$ cat config.mk
export PLATFORM = sky130hd
export DESIGN_NAME = e1_tick_capture_wb
export DESIGN_NICKNAME = d
export VERILOG_FILES = /design/src/rtl/e1_tick_capture_wb.sv
export SDC_FILE = /design/constraint.sdc
export NUM_CORES = 1
export LEC_CHECK = 0
export CAP_MARGIN = 20
export CORE_ASPECT_RATIO = 0.75
export CORE_MARGIN = 10
export CORE_UTILIZATION = 57
export DETAILED_ROUTE_END_ITERATION = 6
export PLACE_DENSITY = 0.95
export SLEW_MARGIN = 15
export SYNTH_ARGS = -nofsm -noshare
export SYNTH_HDL_FRONTEND = slang
export SYNTH_SLANG_ARGS = --single-unit
$ cat constraint.sdc
create_clock -name clk_sys -period 5.88 [get_ports clk_sys]
set_input_delay 0.588 -clock clk_sys [delete_from_list [all_inputs] [get_ports clk_sys]]
set_output_delay 0.588 -clock clk_sys [all_outputs]
set_load 0.05 [all_outputs]
$ cat src/rtl/e1_tick_capture_wb.sv
// e1_tick_capture_wb: per-channel E1 frame tick counters snapshotted on USB SOF, Wishbone readable.
// Define TICKCAP_TIMESTAMP_EN to add a free-running cycle counter captured into TS.
module e1_tick_capture_wb #(
  parameter int N = 1
) (
  input  logic          clk_sys,
  input  logic          rst_sys,
  input  logic [3:0]    wb_addr,
  output logic [31:0]   wb_rdata,
  input  logic [31:0]   wb_wdata,
  input  logic [3:0]    wb_wmsk,
  input  logic          wb_we,
  input  logic          wb_cyc,
  output logic          wb_ack,
  input  logic [N-1:0]  tick_e1_rx,
  input  logic [N-1:0]  tick_e1_tx,
  input  logic          tick_usb_sof
);
  logic        en, pend, ovr, cap, acc, wr;
  logic [15:0] sof_cnt;
  logic [31:0] cap_w [2];
  logic [31:0] ts_rd, rd;
  logic        unused_bits;
  assign unused_bits = ^{wb_wdata[31:3], wb_wmsk[3:1]};
  assign acc = wb_cyc & ~wb_ack;
  assign wr  = acc & wb_we & (wb_addr == 4'd0) & wb_wmsk[0];
  assign cap = tick_usb_sof & en;
  always_ff @(posedge clk_sys or posedge rst_sys) begin
    if (rst_sys) begin
      wb_ack   <= 1'b0;
      wb_rdata <= '0;
      en       <= 1'b0;
      pend     <= 1'b0;
      ovr      <= 1'b0;
      sof_cnt  <= '0;
    end else begin
      wb_ack   <= acc;
      wb_rdata <= (acc & ~wb_we) ? rd : '0;
      en       <= wr ? wb_wdata[0] : en;
      // a capture wins over a same-cycle W1C; OVR looks at PEND before this edge
      pend     <= cap | (pend & ~(wr & wb_wdata[1]));
      ovr      <= (cap & pend) | (ovr & ~(wr & wb_wdata[2]));
      sof_cnt  <= sof_cnt + 16'(cap);
    end
  end
  for (genvar i = 0; i < 2; i++) begin : g_ch
    if (i < N) begin : g_on
      logic [15:0] rx, tx;
      logic [31:0] cap_r;
      always_ff @(posedge clk_sys or posedge rst_sys) begin
        if (rst_sys) begin
          rx    <= '0;
          tx    <= '0;
          cap_r <= '0;
        end else begin
          rx <= en ? rx + 16'(tick_e1_rx[i]) : '0;
          tx <= en ? tx + 16'(tick_e1_tx[i]) : '0;
          if (cap) cap_r <= {tx, rx};
        end
      end
      assign cap_w[i] = cap_r;
    end else begin : g_off
      assign cap_w[i] = '0;
    end
  end
`ifdef TICKCAP_TIMESTAMP_EN
  logic [31:0] ts_cnt, ts_cap;
  always_ff @(posedge clk_sys or posedge rst_sys) begin
    if (rst_sys) begin
      ts_cnt <= '0;
      ts_cap <= '0;
    end else begin
      ts_cnt <= ts_cnt + 32'd1;
      if (cap) ts_cap <= ts_cnt;
    end
  end
  assign ts_rd = ts_cap;
`else
  assign ts_rd = '0;
`endif
  always_comb begin
    rd = (wb_addr == 4'd0) ? {sof_cnt, 13'd0, ovr, pend, en} :
         (wb_addr == 4'd1) ? cap_w[0] :
         (wb_addr == 4'd2) ? cap_w[1] :
         (wb_addr == 4'd3) ? ts_rd : '0;
  end
endmodule

==> results.yml, run 1 <==
sta:
  setup_viol: 0
  setup-tns-final_ns: 0
  slew_viol_final: 0
  fin_crit_sh_pct: 48.2
  hold_viol: 0
  worst_clock_skew_ns: 0.0129
  rsz0062_at_grt: "no"
  fin_crit_ns: 2.83
  fmax_ghz: 0.353
  relSlewSlack_pct: 26.9
  worst-slew-pin-transition_ns: 1.09
worst_hold_path:
  hold_path.startpoint: "wb_ack"
  hold-path-cell-count: 1
  hold_class: "reg -> reg"
die:
  die_y_um: 99.9
  fp.dieW_um: 127
  ios: 80
  start_util_pct: 57.9
  placeableCoreArea_sq_mm: 0.00838
  die_area_sq_mm: 0.0126
  rows: 29
yosys:
  synth_area_leaders: "dfrtp_1, mux2_2, mux2i_1"
  ys_seq_elements: 116
  ys_seq_area_share_pct: 59.8
  synth.most_common_cell: "dfrtp_1"
  synth_cells: 407
  syn_area_sq_mm: 0.00485
  synth.distinct_cells: 36
  synthArstFlopShare_pct: 100
  post-synth-top-area-fraction_pct: 59.8
  ys_warn_count: 0
  synth-edff-count: 0
  avgSynthCellArea_sq_um: 11.9
  ys.flop_type: "dfrtp_1"
  mappedNetlistNets: 460
  synth_top_area_cell: "dfrtp_1"
  netlist_top_cells_count: "dfrtp_1, nor2_1, nand2_1, mux2_2"
clocking:
  worstSkewPairLatency_ns: 0.41
  cts-resized-gates: 0
  cts_max_level: 4
  cts_max_path_buffers: 2
  clock-sinks: 116
  clkSlewWorstSetupHoldPaths_ns: 0.05
  cts_tree: "yes"
  cts_setup_buffers: 0
  cts-buffers-inserted: 17
  cts-root-buf: "clkbuf_16"
  cts_hold_buffers: 0
critical_path:
  critPathArrivalTime_ns: 3.11
  end_kind: "register"
  ff2ff_path_depth: 7
  worstPathCellList: "nand2_1 -> buf_4 -> clkinv_1 -> ha_1 -> nand3_1 -> nor3_1 -> xor2_1"
  reg2reg_from: "en"
  crit_fanout: 35
  slowest_stage: "dfrtp_1"
  max_stage_delay_ns: 0.69
  cp-startpoint: "en"
  critPathKind: "reg -> reg"
  critPathLaunchType: "register"
  critPathRequiredTime_ns: 6.16
route:
  finalWirelength_um: 12300
  drc_errors: 0
  first_iter_violations: 457
  drt_pre_antenna_iters: 6
  vias: 3623
  wl_per_cell_um: 21.2
  via_per_inst: 6.24
  antenna_left: 0
flow_run:
  cap_violations: 0
placed_design:
  hpwl_um: 7260
  port_buffers: 47
  gp_congestion: 0.801
global_routing:
  grt_antenna_before_repair: 0
  grt_max_degree: 68
  grt-ovfl-total: 0
  grt_pass1_vias: 3844
  grt_usage_pct: 19.7
  grt_pass1_wl_um: 20000
final_layout:
  nNetsFinal: 513
  area.growth.synth_to_final_pct: 23.0
  diodes: 0
  drive_gt1_share_pct: 14.8
  fin_util_pct: 71.2
power:
  powerDensity_mw_per_mm2: 317
  power.total_uw: 1890
  leakage_uw: 0.00262
  vdd_drop_max_v: 0.000341
run_status:
  status: "finished clean"
[path summary, 6_finish.rpt]
path | to | slack [ns]
max | sof_cnt[9] | 3.05
min | wb_ack | 0.47
max reg2reg | sof_cnt[9] | 3.05
min reg2reg | wb_ack | 0.47
max in group asynchronous | g_ch[0].g_on.cap_r[30] | 4.05
min in group asynchronous | wb_rdata[4] | 0.61
[layer usage]
layer | track usage [%] | vias up | wire length (um)
li1 | - | 1540 | -
met3 | 7.32 | 39 | 1090
met1 | 22.6 | 1821 | 4760
met2 | 32.6 | 223 | 6140
met4 | 8.30 | 0 | 327
met5 | 0 | - | 0
[report_power, final]
part           internal (uW)  total, uW  leakage [uW]  switching (uW)
registers                815        841       0.00160            26.0
logic                   31.8       83.8      0.000762            52.1
clock network            600        968      0.000260             367
total                   1450       1890       0.00262             445
[metrics by stage]
step / setup slack, ns / area [sq um] / std cells / hold WS [ns]
3_5_place_dp: 3.03 / 5410 / 549 / 0.465
5_1_grt: 2.91 / 5970 / 581 / 0.492
6_report: 3.05 / 5970 / 581 / 0.467
2_1_floorplan: 2.22 / 4850 / 407 / 0.442
3_3_place_gp: 3.08 / 5410 / 549 / 0.445
4_1_cts: 3.13 / 5970 / 581 / 0.472
[state kept, by name (all words and copies together) (netlist names)]
signal	count
sof_cnt	16
g_ch.g_on.cap_r	32
wb_ack	1
g_ch.g_on.rx	16
ovr	1
g_ch.g_on.tx	16
wb_rdata	32
en	1
pend	1
[final cells by class]
cell class | count | area [sq um]
clock buffer | 20 | 457
tap | 108 | 135
timing repair buffer | 50 | 493
multi-input combinational | 264 | 1830
clock inverter | 12 | 108
sequential | 116 | 2900
inverter | 11 | 43.8
fill | 471 | 2410
[critical path: cells and delay by family (launching register included)]
kind	cells	cell delay (ns)
buf+inv	2	0.83
flops	1	0.69
simple gates	3	0.57
fa+ha+maj	1	0.37
xor+xnor	1	0.17
[cell usage in the layout (no fill, tap or decap), drive strengths merged, types with 2 or more instances in the layout]
master         synthesis  layout
clkinv                 1       6
inv                   10      10
a22oi                 15      15
o31ai                  4       4
xnor2                  9       9
nand3                 12      12
clkbuf                 9      20
or3                    8       8
or4                    5       5
nor3                   4       4
ha                     6       6
mux2i                 14      14
mux2                  28      28
dfrtp                116     116
a21oi                 12      12
xor2                  14      14
nand2                 29      29
nor2                  30      30
clkinvlp               0       6
o21ai                 13      13
nand4                 14      14
and2                  15      15
buf                    7       3
nand2b                10      10
nor4                  15      15
clkdlybuf4s50          0      47
nor2b                  2       2
[kinds of logic (layout without fill, tap and decap cells)]
kind of cell	Yosys count	count (layout)	synth area share, %
flip-flops	116	116	59.8
AO/OA/AOI/OAI	46	46	5.90
AND/OR/NAND/NOR	147	147	16.8
buffers and inverters	27	93	2.45
XOR/XNOR	23	23	4.15
multiplexers	42	42	9.38
adder cells (fa/ha/maj)	6	6	1.55
Note: power is estimated with default switching activity, not from simulation.
==> run 2, diff against run 1 <==
Settings changed: CORE_UTILIZATION 57 to 48, PLACE_DENSITY 0.95 to 0.87.
Clock period 5.88 ns to 2.3 ns, I/O delays scaled along.
==> results.yml, run 2 (synthesis gave the netlist of run 1 again) <==
final_layout:
  final_cell_mix: "dfrtp_1, clkdlybuf4s50_1, nor2_1"
  reg_top3: "g_ch.g_on.cap_r x32, wb_rdata x32"
  drive_gt1_share_pct: 15.4
  nNetsFinal: 519
  final_common_cell: "dfrtp_1"
  area.growth.synth_to_final_pct: 26.9
  diodes: 0
  fin_util_pct: 63.0
  nFillCells: 695
global_routing:
  grt_max_degree: 76
  grt_usage_pct: 15.8
  grt_pass1_wl_um: 18200
  grt-ovfl-total: 0
  grt_pass1_vias: 3561
  grt_antenna_before_repair: 0
flow_run:
  cap_violations: 0
route:
  vias: 3503
  drt_pre_antenna_iters: 5
  finalWirelength_um: 11300
  antenna_left: 0
  wl_per_cell_um: 18.5
  drc_errors: 0
  first_iter_violations: 242
  via_per_inst: 5.73
clocking:
  cts_setup_buffers: 0
  cts-resized-gates: 0
  cts_max_level: 4
  cts_max_path_buffers: 2
  worstSkewPairLatency_ns: 0.41
  cts_hold_buffers: 0
  cts_tree: "yes"
  cts-root-buf: "clkbuf_16"
  clock-sinks: 116
  clkSlewWorstSetupHoldPaths_ns: 0.05
  cts-buffers-inserted: 17
power:
  powerDensity_mw_per_mm2: 857
  power.internal_uw: 4180
  p_sw_uw: 1100
  leakage_uw: 0.00271
  p_sw_share_pct: 20.8
  vdd_drop_max_v: 0.000612
  combPwrFrac_pct: 4.4
  clock_power_share_pct: 55.2
  p_seq_share_pct: 40.4
run_status:
  status: "finished clean"
placed_design:
  gp_congestion: 0.782
  port_buffers: 47
  hpwl_um: 6800
sta:
  fin_crit_ns: 1.80
  relSlewSlack_pct: 54.3
  rsz0062_at_grt: "no"
  worst_clock_skew_ns: 0.00558
  hold_viol: 0
  slew_viol_final: 0
  setup-tns-final_ns: 0
  worst-slew-pin-transition_ns: 0.685
  fin_crit_sh_pct: 78.2
  fmax_ghz: 0.556
  setup_viol: 0
die:
  rows: 31
  placeableCoreArea_sq_mm: 0.00977
  fp.dieW_um: 136
  start_util_pct: 49.7
  die_y_um: 107
  die_area_sq_mm: 0.0146
  ios: 80
critical_path:
  ff2ff_path_depth: 4
  critPathKind: "reg -> out"
  crit_fanout: 3
  crit_cells: 1
  reg2reg_from: "g_ch[0].g_on.tx[0]"
  critPathRequiredTime_ns: 2.07
  crit_buf_inv: 1
  slowest_stage: "clkdlybuf4s50_1"
  worstPathCellList: "clkdlybuf4s50_1"
  max_stage_delay_ns: 0.81
  crit_family: "buffers and inverters"
  critPathArrivalTime_ns: 1.57
  critPathLaunchType: "register"
  end_kind: "output port"
  cp-startpoint: "wb_ack"
worst_hold_path:
  hold_class: "in -> async"
## run 2: cell types whose count changed in the layout (fill, tap and decap cells not counted), sizes merged
cell | before | now
buf | 3 | 9
bufinv | 1 | 5
clkbuf | 20 | 23
clkinv | 6 | 5
clkinvlp | 6 | 1
inv | 10 | 9
## run 2: power by group through the flow
| stage | registers [uW] | logic (uW) | clock network, uW |
|---|---|---|---|
| global route | 2130 | 258 | 3030 |
| global placement | 2160 | 223 | 0 |
| finish | 2130 | 234 | 2910 |
| floorplan | 2160 | 141 | 0 |
| CTS | 2130 | 236 | 2930 |
| detailed placement | 2160 | 233 | 0 |
## run 2: worst paths after layout
| path | end | slack [ns] |
|---|---|---|
| max in group asynchronous | g_ch[0].g_on.cap_r[28] | 1.66 |
| min | wb_rdata[6] | 0.27 |
| max | wb_ack | 0.50 |
| min reg2reg | wb_ack | 0.46 |
| max reg2reg | g_ch[0].g_on.tx[9] | 0.55 |
| min in group clk_sys | wb_ack | 0.43 |
## run 2: layout make-up
class / count / area, sq um / share of cell area, %
sequential: 116 / 2900 / 47.1
inverter: 11 / 45.0 / 0.731
timing repair buffer: 56 / 563 / 9.14
clock inverter: 9 / 174 / 2.82
multi-input combinational: 264 / 1830 / 29.7
clock buffer: 23 / 478 / 7.76
tap: 132 / 165 / 2.68
## run 2: layer usage
| metal | up-vias | share of wire [%] | track usage [%] |
|---|---|---|---|
| li1 | 1558 | - | - |
| met1 | 1735 | 41 | 19.1 |
| met2 | 178 | 48 | 24.9 |
| met4 | 0 | 2.7 | 7.97 |
| met5 | - | 0 | 0 |
| met3 | 32 | 8.4 | 5.27 |
## run 2: per-stage QoR
stage	hold WS [ns]	instance area, sq um	worst slack (ns)	instances	total power [uW]
final	0.270	6160	0.501	611	5280
after floorplan	0.380	4860	0.596	407	2300
after CTS	0.278	6160	0.481	611	5300
after global routing	0.292	6160	0.362	611	5420
after detailed placement	0.459	5510	0.161	579	2400
after global placement	0.445	5510	0.297	579	2380
